===== config.mk =====
export PLATFORM = sky130hd
export DESIGN_NAME = systolic_feeder_2x2
export DESIGN_NICKNAME = d
export VERILOG_FILES = /design/src/rtl/systolic_feeder_2x2.sv
export SDC_FILE = /design/constraint.sdc
export NUM_CORES = 1
export LEC_CHECK = 0
export ABC_AREA = 0
export BUFFER_PORTS_ARGS = -buffer_cell sky130_fd_sc_hd__buf_2
export CORE_MARGIN = 2
export CORE_UTILIZATION = 61
export CTS_BUF_LIST = sky130_fd_sc_hd__clkbuf_4 sky130_fd_sc_hd__clkbuf_8
export DETAILED_ROUTE_END_ITERATION = 16
export HOLD_SLACK_MARGIN = 0.1
export PLACE_DENSITY = 0.88
export RECOVER_POWER = 25
export SLEW_MARGIN = 40
export SYNTH_ARGS = -nofsm -noshare
export SYNTH_HDL_FRONTEND = slang
export SYNTH_SLANG_ARGS = --single-unit

===== constraint.sdc =====
create_clock -name clk -period 7.4 [get_ports clk]
set_clock_uncertainty 0.05 [all_clocks]
set_input_delay 0.37 -clock clk [delete_from_list [all_inputs] [get_ports clk]]
set_output_delay 0.37 -clock clk [all_outputs]
set_load 0.05 [all_outputs]

===== src/rtl/systolic_feeder_2x2.sv =====
// Operand sequencer for the 2x2 systolic array: captures A and B on start, then
// issues four skewed wavefront steps spaced by a cycle gap or by array_done.
module systolic_feeder_2x2 #(
    parameter int DW        = 32,
    parameter int GAP       = 20,
    parameter int WAIT_DONE = 0
) (
    input  logic          clk,
    input  logic          rst,
    input  logic          start,
    input  logic [DW-1:0] a11,
    input  logic [DW-1:0] a12,
    input  logic [DW-1:0] a21,
    input  logic [DW-1:0] a22,
    input  logic [DW-1:0] b11,
    input  logic [DW-1:0] b12,
    input  logic [DW-1:0] b21,
    input  logic [DW-1:0] b22,
    input  logic          array_done,
    output logic          busy,
    output logic          load_in,
    output logic [DW-1:0] row_in_row0,
    output logic [DW-1:0] row_in_row1,
    output logic [DW-1:0] col_in_col0,
    output logic [DW-1:0] col_in_col1,
    output logic          feed_done
);

    typedef enum logic [1:0] {IDLE, LOAD, WAIT, DONE} state_t;

    localparam logic [7:0] GAP_LD = 8'(GAP - 2);

    state_t        state_q, state_d;
    logic [1:0]    step_q, step_d, nstep;
    logic [7:0]    cnt_q, cnt_d;
    logic          cap, upd, adv;
    logic [DW-1:0] a11_q, a12_q, a21_q, a22_q, b11_q, b12_q, b21_q, b22_q;
    logic [DW-1:0] row0_q, row1_q, col0_q, col1_q;
    logic [DW-1:0] row0_d, row1_d, col0_d, col1_d;

    always_comb begin
        state_d = state_q;
        step_d  = step_q;
        cnt_d   = cnt_q;
        nstep   = step_q;
        cap     = 1'b0;
        upd     = 1'b0;
        adv     = 1'b0;
        case (state_q)
            IDLE: begin
                step_d = 2'd0;
                if (start) begin
                    state_d = LOAD;
                    cap     = 1'b1;
                    upd     = 1'b1;
                    nstep   = 2'd0;
                end
            end
            LOAD: begin
                state_d = WAIT;
                cnt_d   = GAP_LD;
            end
            WAIT: begin
                if (WAIT_DONE != 0) begin
                    adv = array_done;
                end else begin
                    adv = (cnt_q == 8'd0);
                    if (!adv) cnt_d = cnt_q - 8'd1;
                end
                if (adv) begin
                    if (step_q != 2'd3) begin
                        nstep   = step_q + 2'd1;
                        step_d  = step_q + 2'd1;
                        upd     = 1'b1;
                        state_d = LOAD;
                    end else begin
                        state_d = DONE;
                    end
                end
            end
            DONE: begin
                state_d = IDLE;
                step_d  = 2'd0;
            end
            default: state_d = IDLE;
        endcase
    end

    // Step 0 is only ever loaded from IDLE, on the same edge that captures the
    // operands, so it must take a12/b21 straight from the inputs.
    always_comb begin
        row0_d = row0_q;
        row1_d = row1_q;
        col0_d = col0_q;
        col1_d = col1_q;
        case (nstep)
            2'd0: begin
                row0_d = (state_q == IDLE) ? a12 : a12_q;
                row1_d = '0;
                col0_d = (state_q == IDLE) ? b21 : b21_q;
                col1_d = '0;
            end
            2'd1: begin
                row0_d = a11_q;
                row1_d = a22_q;
                col0_d = b11_q;
                col1_d = b22_q;
            end
            2'd2: begin
                row0_d = '0;
                row1_d = a21_q;
                col0_d = '0;
                col1_d = b12_q;
            end
            default: begin
                row0_d = '0;
                row1_d = '0;
                col0_d = '0;
                col1_d = '0;
            end
        endcase
    end

    always_ff @(posedge clk or negedge rst) begin
        if (!rst) begin
            state_q <= IDLE;
            step_q  <= 2'd0;
            cnt_q   <= 8'd0;
            a11_q   <= '0;
            a12_q   <= '0;
            a21_q   <= '0;
            a22_q   <= '0;
            b11_q   <= '0;
            b12_q   <= '0;
            b21_q   <= '0;
            b22_q   <= '0;
            row0_q  <= '0;
            row1_q  <= '0;
            col0_q  <= '0;
            col1_q  <= '0;
        end else begin
            state_q <= state_d;
            step_q  <= step_d;
            cnt_q   <= cnt_d;
            if (cap) begin
                a11_q <= a11;
                a12_q <= a12;
                a21_q <= a21;
                a22_q <= a22;
                b11_q <= b11;
                b12_q <= b12;
                b21_q <= b21;
                b22_q <= b22;
            end
            if (upd) begin
                row0_q <= row0_d;
                row1_q <= row1_d;
                col0_q <= col0_d;
                col1_q <= col1_d;
            end
        end
    end

    assign busy        = (state_q != IDLE);
    assign load_in     = (state_q == LOAD);
    assign feed_done   = (state_q == DONE);
    assign row_in_row0 = row0_q;
    assign row_in_row1 = row1_q;
    assign col_in_col0 = col0_q;
    assign col_in_col1 = col1_q;

endmodule

==> impl_metrics.ini, run 1 <==
[synthesis]
synth_cell_types = 42
syn_nets = 1472
syn_area_per_cell_um2 = 14.49
syn_area_mm2 = 0.01742
synth_cells = 1202
synthTopCellsByArea = dfrtp_1 (57%), mux2_2 (29%), a22o_1 (3.3%)
yosys_warnings = 0
async_reset_ff_share_pct = 100.0
synth_top_area_share_pct = 56.90
ys_seq_elements = 396
synth_edf_count = 0
synth_top_cell_by_area = dfrtp_1
synthFlopType = dfrtp_1
ys_seq_area_share_pct = 56.90

[timing]
tightest_slew_ns = 4.064
finalCritPeriodShare_pct = 55.32
finalSetupViolCount = 0
finalHoldViolCount = 0
layout_min_cycle_time_ns = 4.093
fin_setup_tns_ns = 0
maxSlewViolCount = 72
relSlewSlack_pct = -170.9
worst_slack_ns = 3.307
grt_setup_unrepaired = false
fmax_mhz = 244.3

[floorplanning]
core_mm2 = 0.02793
rows = 61
initial_core_util_pct = 62.35
die_area_mm2 = 0.02992
die_width_um = 173.0
die_h_um = 173.0
io_pins = 391

[setup_path]
critPathMaxFanout = 72
path_depth = 2
cp.arrival_ns = 3.80
path_class = input pin to async pin
r2r_cells = 10
rr_startpoint = state_q[1]
cp.required_ns = 7.10
reg2reg_slack_ns = 3.34
reg2reg_to = row_in_row0[18]
cp_slowest_cell = clkbuf_1
endpoint_kind = async pin
critPathTopFamily = buffers and inverters
worstPathCellList = dlygate4sd3_1 -> clkbuf_1
critPathMaxStageDelay_ns = 2.84
crit_buf_inv = 2
start_kind = input pin
critPathLaunch = rst

[grt]
antenna_found_initial = 8
grtUsageTotal_pct = 36.48
grt_max_degree = 99
grt_pass1_vias = 15300
globalRouteOverflowTotal = 0
grt_pass1_wl_mm = 85.53

[min_path]
hold_path_end = state_q[1]
hold_depth = 3
hold_start = start
hp-class = input pin to flop

[detailed_routing]
via_per_inst = 5.914
drt-total-wl_mm = 55.02
routedWlPerCell_um = 24.21
antenna_left = 0
dr.pass1.iters = 5
first_iter_violations = 1062
vias = 13440
remaining_drc_errors = 0

[clocking]
clk_latency_ns = 0.61
cts_tree = done
clkTransAtPathRegs_ns = 0.06
cts_made_buffers = 60
cts_hold_buf = 257
h-tree-depth = 2
clock-root-buffer = clkbuf_8
ctsResizeCount = 0
postCtsSetupRepairBufs = 0
clock-sinks = 396
clockBufferDepth = 3

[power_and_ir_drop]
p_leak_nw = 12.18
peakVddDrop_mv = 0.1487
power.density_mw_per_mm2 = 182.7

[place]
pre_cts_ws_ns = 3.433
numPortBuffers = 389
gp_congestion = 0.7974
hpwlAfterDp_mm = 27.57

[layout]
fillers = 1280
drive_above_1_share_pct = 51.43
area_growth_syn_to_layout_pct = 34.77
multi_input_area_mm2 = 0.007068
nNetsFinal = 2112
register_area_mm2 = 0.009910

[job]
cap_viol_max_count = 1

[run_status]
violations = capacitance limit, slew limit
outcome = complete, but fails checks
## worst max-delay path by stage
stage	endpoint	slack, ns
4_1_cts	col_in_col0[20]	3.43
3_5_place_dp	row_in_row0[18]	3.43
2_1_floorplan	row_in_row1[25]	4.50
3_3_place_gp	col_in_col1[10]	2.69
5_1_grt	col_in_col1[3]	2.49
6_report	col_in_col1[2]	3.31
## through the flow
step                hold WS [ns]  instances  total power, mW  instance area, um^2  utilization, %
CTS                       0.1636       2262            4.218                23460           83.97
global placement          0.3172       1896            2.319                19540           69.95
floorplan                0.02441       1202            2.207                17420               -
finish                    0.2416       2272            4.289                23470           84.03
detailed placement        0.3183       1901            2.325                19690           70.47
global route              0.2536       2270            4.408                23470           84.01
## flip-flops by register name, indices dropped and copies added (netlist names)
register,flops
a11_q,32
a12_q,32
a21_q,32
a22_q,32
b11_q,32
b12_q,32
b21_q,32
b22_q,32
col_in_col0,32
col_in_col1,32
row_in_row0,32
row_in_row1,32
cnt_q,8
state_q,2
step_q,2
## tightest hold or removal path, stage by stage
cell	delay (ns)
buf_2	0.11
nand2b_1	0.22
o211ai_1	0.13
## Yosys cell counts, types with 2 or more instances
cell type and number:
o211ai_1 2, o21ai_0 2, nor3_1 2, or4_1 2, dfrtp_1 396, mux2_2 448
a31oi_1 2, nor2_1 7, mux2i_1 2, clkbuf_1 43, nand4_1 2, buf_2 26
xor2_1 2, buf_8 2, nand2b_1 2, a22o_1 65, inv_1 7, nor2b_1 65
o21ai_2 2, a21oi_1 4, nand2_1 9, buf_6 11, buf_1 4, nand3_1 4
a22oi_1 65, ha_1 10
## per-layer routing
layer / GRT usage (%) / wire (um) / vias to the layer above
li1: - / - / 5685
met1: 42.20 / 19980 / 6815
met2: 63.23 / 28350 / 731
met3: 8.267 / 3847 / 206
met4: 19.77 / 2838 / 0
met5: 0 / 0 / -
## cells in the final DEF (no fill, tap or decap), drive strengths merged
cell type	instances
a41o	1
nor3b	1
a21oi	4
a21o	1
clkinv	3
buf	406
o21ai	4
nor4b	1
diode	10
a41oi	1
nor3	2
o21a	1
nor4	2
nor2	7
o31a	1
nor4bb	1
nand4	2
mux2i	2
clkinvlp	3
clkbuf	100
or3	1
nor2b	65
ha	10
nand3	4
o211ai	2
or3b	1
xor2	2
nand2b	2
mux2	448
o21bai	1
a22o	65
dfrtp	396
or4	3
a31oi	2
dlygate4sd3	257
nand2	10
inv	7
a22oi	65
## final cells by class
class	count	area share (%)
flip-flops and latches	396	42.22
multi-input cells	712	30.11
repair buffers	665	20.33
clock buffers	98	4.947
well taps	378	2.015
clock inverters	6	0.1599
inverters	7	0.1119
diodes	10	0.1066
## logic make-up (layout without fill, tap and decap cells)
| group | count (synthesis) | in the layout | synth area share [%] |
|---|---|---|---|
| multiplexers | 450 | 450 | 29.08 |
| flip-flops | 396 | 396 | 56.90 |
| AO/OA/AOI/OAI | 148 | 148 | 6.789 |
| AND/OR/NAND/NOR | 102 | 102 | 3.578 |
| buffers and inverters | 94 | 776 | 2.838 |
| adder cells (fa/ha/maj) | 10 | 10 | 0.7184 |
| XOR/XNOR | 2 | 2 | 0.1006 |
| other | 0 | 10 | 0 |
## power breakdown
part           total, mW  internal (mW)  switching, mW
clock               1.88          0.983          0.899
sequential          2.16           2.16              0
combinational      0.243          0.142          0.101
total               4.29           3.29          0.999
(Power assumes the default switching activity.)
==> run 2: changes to the inputs <==
--- a/config.mk
+++ b/config.mk
@@ -8,11 +8,11 @@
 export ABC_AREA = 0
 export BUFFER_PORTS_ARGS = -buffer_cell sky130_fd_sc_hd__buf_2
 export CORE_MARGIN = 2
-export CORE_UTILIZATION = 61
+export CORE_UTILIZATION = 56
 export CTS_BUF_LIST = sky130_fd_sc_hd__clkbuf_4 sky130_fd_sc_hd__clkbuf_8
 export DETAILED_ROUTE_END_ITERATION = 16
 export HOLD_SLACK_MARGIN = 0.1
-export PLACE_DENSITY = 0.88
+export PLACE_DENSITY = 0.82
 export RECOVER_POWER = 25
 export SLEW_MARGIN = 40
 export SYNTH_ARGS = -nofsm -noshare
==> constraint.sdc (replaced) <==
create_clock -name clk -period 3.9 [get_ports clk]
set_clock_uncertainty 0.05 [all_clocks]
set_input_delay 0.195 -clock clk [delete_from_list [all_inputs] [get_ports clk]]
set_output_delay 0.195 -clock clk [all_outputs]
set_load 0.05 [all_outputs]
==> run 2 against run 1 <==
Net effect:
- the flow still finishes with violations (capacitance limit, slew limit)
- core utilization is 6.3 points lower
- flip-flop and latch count stayed put
- clock-buffer cell count is 14 higher
- largest cell class unchanged
- worst setup slack worse by 2.9 ns
- cell count is 1.7% higher
- clock power is 110% higher
- combinational power is 88% higher
- sequential share of layout area is 0.52 points lower
- non-clock buffer count is 7 higher
- sequential power is 90% higher
- register-to-register slack worse by 3.0 ns
==> impl_metrics.ini, run 2 (same netlist as run 1, synthesis figures left out) <==
[clocking]
clock-sinks = 396
cts_tree = done
cts_made_buffers = 68
clockBufferDepth = 3
postCtsSetupRepairBufs = 0
clock-root-buffer = clkbuf_8
clk_latency_ns = 0.57
h-tree-depth = 3
clkTransAtPathRegs_ns = 0.06

[run_status]
violations = capacitance limit, slew limit
outcome = complete, but fails checks

[setup_path]
endpoint_kind = flop
path_class = flop to flop
cp_slowest_cell = buf_4
critPathMaxFanout = 62
crit_top_cell = buf_4
crit_buf_inv = 3
critPathMaxStageDelay_ns = 0.62
cp.required_ns = 4.35
cp.arrival_ns = 3.99
critPathTopFamily = buffers and inverters
worstPathCellList = inv_1 -> ha_1 -> or3b_2 -> nor2_1 -> buf_4 -> a21o_1 -> a22o_1 -> ha_2 -> buf_4 -> a22oi_1 -> nor2b_1 -> mux2_2
start_kind = flop

[place]
gp_congestion = 0.8259
dp_cells = 1923
hpwlAfterDp_mm = 26.84
dpl_cell_area_mm2 = 0.01976
pre_cts_ws_ns = 0.4718
numPortBuffers = 389

[job]
cap_viol_max_count = 4

[detailed_routing]
vias = 12980
remaining_drc_errors = 0
first_iter_violations = 677
routedWlPerCell_um = 21.91
dr.pass1.iters = 5
drt-total-wl_mm = 50.62
via_per_inst = 5.619
antenna_left = 0

[power_and_ir_drop]
internal-power_mw = 6.598
switching_share_pct = 22.42
clkPwrFrac_pct = 46.3
peakVddDrop_mv = 0.4141
p_sw_mw = 1.907
power.density_mw_per_mm2 = 357.9
p_leak_nw = 12.33
p_comb_share_pct = 5.4
seqPwrFrac_pct = 48.3
total_power_mw = 8.505

[timing]
finalHoldViolCount = 0
grt_setup_unrepaired = false
maxSlewViolCount = 233
fin_setup_tns_ns = 0
finalSetupViolCount = 0
finalCritPeriodShare_pct = 90.82
layout_min_cycle_time_ns = 3.542
tightest_slew_ns = 2.517
fmax_mhz = 282.3
relSlewSlack_pct = -67.80
worst_slack_ns = 0.3580

[grt]
grt_max_degree = 87
grt_pass1_wl_mm = 80.03
globalRouteOverflowTotal = 0
antenna_found_initial = 4
grt_pass1_vias = 14700
grtUsageTotal_pct = 30.94

[layout]
fin_area_mm2 = 0.02376
final_cells = 2310
area_growth_syn_to_layout_pct = 36.44
register_area_mm2 = 0.009910
drive_above_1_share_pct = 51.86
nNetsFinal = 2127
final_cell_mix = mux2_2 (448), dfrtp_1 (396), buf_2 (388)
final_common_cell = mux2_2
fillers = 1656
multi_input_area_mm2 = 0.007068

[floorplanning]
die_h_um = 180.4
die_area_mm2 = 0.03253
initial_core_util_pct = 56.94
io_pins = 391
core_mm2 = 0.03059
die_width_um = 180.4
rows = 64

[min_path]
hp-class = input pin to flop
[run 2: changes by cell type in the layout (fill, tap and decap cells not counted), sizes merged, moves of 2 or more]
cell | previous run | this run
clkbuf | 100 | 118
clkinv | 3 | 6
diode | 10 | 5
inv | 7 | 9
[run 2: power by group through the flow]
stage	Clock, mW	Sequential [mW]	Combinational (mW)
6_report	3.94	4.11	0.457
3_3_place_gp	0	4.18	0.229
2_1_floorplan	0	4.18	0.00358
4_1_cts	3.94	4.11	0.455
5_1_grt	4.18	4.11	0.494
3_5_place_dp	0	4.18	0.239
[run 2: layout make-up]
cell class	count	share of cell area, %
diodes	5	0.05265
clock buffers	112	5.749
clock inverters	10	0.2791
inverters	7	0.1106
multi-input cells	712	29.74
flip-flops and latches	396	41.70
well taps	396	2.085
repair buffers	672	20.28
[run 2: final timing paths]
path,slack (ns),startpoint,to,cells after the start
setup / recovery,0.36,cnt_q[1],col_in_col1[24],12
hold / removal,0.33,a11[26],a11_q[26],3
setup reg to reg,0.36,cnt_q[1],col_in_col1[24],12
hold reg to reg,0.45,a12_q[9],a12_q[9],1
max in group asynchronous,0.85,rst,a12_q[1],3
min in group asynchronous,0.86,rst,b21_q[15],3
[run 2: routing by layer]
layer / vias up / global-route usage (%) / routed length (um)
met2: 512 / 53.97 / 26010
met3: 129 / 6.973 / 3173
met4: 0 / 13.81 / 2022
met5: - / 0 / 0
li1: 5711 / - / -
met1: 6627 / 36.68 / 19410
[run 2: worst register-to-register path, cell delays in order (launching register included)]
cell and delay, ns:
dfrtp_1 0.42, inv_1 0.10, ha_1 0.18, or3b_2 0.51, nor2_1 0.18, buf_4 0.17, a21o_1 0.14, a22o_1 0.15
ha_2 0.24, buf_4 0.63, a22oi_1 0.34, nor2b_1 0.20, mux2_2 0.18
[run 2: what timing repair did]
| item | 4_1_cts | 5_1_grt |
|---|---|---|
| endpoints found under the hold margin | 592 | 0 |
| hold buffers | 259 | 0 |
| gates resized for setup | 0 | 0 |
[run 2: through the flow]
step / utilization, % / hold WS, ns
floorplan: - / -0.1506
finish: 77.69 / 0.3321
global placement: 64.48 / 0.2974
global route: 77.68 / 0.3082
CTS: 77.82 / 0.1828
detailed placement: 64.61 / 0.08035
==> run 3: changes to the inputs <==
--- a/config.mk
+++ b/config.mk
@@ -8,11 +8,11 @@
 export ABC_AREA = 0
 export BUFFER_PORTS_ARGS = -buffer_cell sky130_fd_sc_hd__buf_2
 export CORE_MARGIN = 2
-export CORE_UTILIZATION = 56
+export CORE_UTILIZATION = 61
 export CTS_BUF_LIST = sky130_fd_sc_hd__clkbuf_4 sky130_fd_sc_hd__clkbuf_8
 export DETAILED_ROUTE_END_ITERATION = 16
 export HOLD_SLACK_MARGIN = 0.1
-export PLACE_DENSITY = 0.82
+export PLACE_DENSITY = 0.88
 export RECOVER_POWER = 25
 export SLEW_MARGIN = 40
 export SYNTH_ARGS = -nofsm -noshare
==> constraint.sdc (replaced) <==
create_clock -name clk -period 4.1 [get_ports clk]
set_clock_uncertainty 0.05 [all_clocks]
set_input_delay 0.205 -clock clk [delete_from_list [all_inputs] [get_ports clk]]
set_output_delay 0.205 -clock clk [all_outputs]
set_load 0.05 [all_outputs]
==> run 3 against run 2 <==
Net effect:
- the flow still finishes with violations (capacitance limit, slew limit)
- worst setup slack got worse by 0.057 ns
- via count is 4.6% higher
- cell count is 1.2% lower
- sequential share of layout area rose by 0.20 points
- core utilization up 7.0 points
- wire length rose by 10%
- critical path depth is 1 lower
- critical path type unchanged
- critical endpoint is now col_in_col1[23]
==> impl_metrics.ini, run 3 (same netlist as run 1, synthesis figures left out) <==
[timing]
finalSetupViolCount = 0
worst_slack_ns = 0.3011
tightest_slew_ns = 1.905
hold_ws_ns = 0.1831
fmax_mhz = 263.2
fin_setup_tns_ns = 0
finalHoldViolCount = 0
grt_setup_unrepaired = false
relSlewSlack_pct = -27.00
maxSlewViolCount = 27
layout_min_cycle_time_ns = 3.799
finalCritPeriodShare_pct = 92.66

[setup_path]
critPathMaxFanout = 24
r2r_cells = 11
reg2reg_slack_ns = 0.30
reg2reg_to = col_in_col1[23]
crit_buf_inv = 2
cp_slowest_cell = ha_2
worstPathCellList = inv_1 -> ha_1 -> or3b_2 -> nor2_1 -> a21o_1 -> a22o_1 -> ha_2 -> buf_4 -> a22oi_1 -> nor2b_1 -> mux2_2
start_kind = flop
cp.required_ns = 4.55
rr_startpoint = cnt_q[0]
endpoint_kind = flop
critPathTopFamily = simple AND/OR/NAND/NOR gates
path_class = flop to flop
cp.arrival_ns = 4.25
critPathMaxStageDelay_ns = 0.65

[place]
dpl_cell_area_mm2 = 0.01972
hpwlAfterDp_mm = 27.72
dp_cells = 1902
gp_congestion = 0.7946
pre_cts_ws_ns = 0.5678
numPortBuffers = 389

[layout]
final_util_pct = 84.66
drive_above_1_share_pct = 49.26
fin_area_mm2 = 0.02365
final_cell_mix = mux2_2 (448), dfrtp_1 (396), buf_2 (340)
area_growth_syn_to_layout_pct = 35.78
final_cells = 2283
nNetsFinal = 2121
final_common_cell = mux2_2

[grt]
grt_pass1_wl_mm = 87.13
grt_max_degree = 102
grt_pass1_vias = 15420
globalRouteOverflowTotal = 0
grtUsageTotal_pct = 37.23
antenna_found_initial = 3

[clocking]
clkTransAtPathRegs_ns = 0.06
cts_tree = done
clockBufferDepth = 3
cts_made_buffers = 66
clock-sinks = 396
h-tree-depth = 3
clock-root-buffer = clkbuf_8
clk_latency_ns = 0.58

[power_and_ir_drop]
peakVddDrop_mv = 0.2880
clkPwrFrac_pct = 46.8
p_comb_share_pct = 5.4
p_leak_nw = 12.11
seqPwrFrac_pct = 47.7
switching_share_pct = 22.99
p_sw_mw = 1.882
total_power_mw = 8.186
power.density_mw_per_mm2 = 346.2
internal-power_mw = 6.304

[detailed_routing]
antenna_left = 0
dr.pass1.iters = 5
vias = 13570
via_per_inst = 5.944
first_iter_violations = 1005
drt-total-wl_mm = 55.75
routedWlPerCell_um = 24.42
remaining_drc_errors = 0

[floorplanning]
rows = 61
die_area_mm2 = 0.02992
io_pins = 391
die_h_um = 173.0
initial_core_util_pct = 62.35
core_mm2 = 0.02793
die_width_um = 173.0

[min_path]
hold_start = start
hold_path_end = state_q[1]
hp-class = input pin to flop
hold_depth = 3

[run_status]
violations = capacitance limit, slew limit
outcome = complete, but fails checks

[job]
cap_viol_max_count = 1
run 3: worst max-delay path by stage:
stage	from	endpoint	slack, ns	depth (start not counted)
after detailed placement	cnt_q[0]	col_in_col1[23]	0.57	11
after floorplan	cnt_q[0]	row_in_row1[25]	1.20	12
after global routing	cnt_q[0]	col_in_col1[23]	0.16	11
after global placement	cnt_q[0]	row_in_row1[16]	0.76	11
final	cnt_q[0]	col_in_col1[23]	0.30	11
after CTS	cnt_q[0]	col_in_col1[23]	0.52	11
run 3: layout make-up:
type,count,area [um^2]
clock inverter,10,115.1
multi-input combinational,712,7058
sequential,396,9910
inverter,7,26.28
fill,1238,4285
timing repair buffer,668,4757
antenna,5,12.51
tap,378,473.0
clock buffer,107,1297
run 3: worst min-delay path: cells and delay by family:
kind                   cells  cell delay, ns
AND/OR/NAND/NOR            1            0.27
buffers and inverters      1            0.14
AO/OA/AOI/OAI              1            0.13
run 3: repair_timing:
item / in CTS / in global routing
hold buffers: 259 / 0
hold endpoints to repair: 632 / 0
setup buffers: 0 / 0
resized for setup: 0 / 0
run 3: routing by layer:
metal | vias up | wire [um] | track usage [%]
li1 | 5701 | - | -
met1 | 6870 | 19780 | 42.95
met2 | 766 | 28740 | 64.60
met3 | 233 | 3978 | 7.718
met4 | 0 | 3253 | 21.47
met5 | - | 0 | 0
run 3: power by group through the flow:
stage | registers, mW | logic (mW) | clock network (mW)
after floorplan | 3.98 | 0.00340 | 0
after global placement | 3.98 | 0.210 | 0
after detailed placement | 3.98 | 0.223 | 0
after CTS | 3.91 | 0.428 | 3.75
after global routing | 3.91 | 0.476 | 4.04
final | 3.91 | 0.443 | 3.84
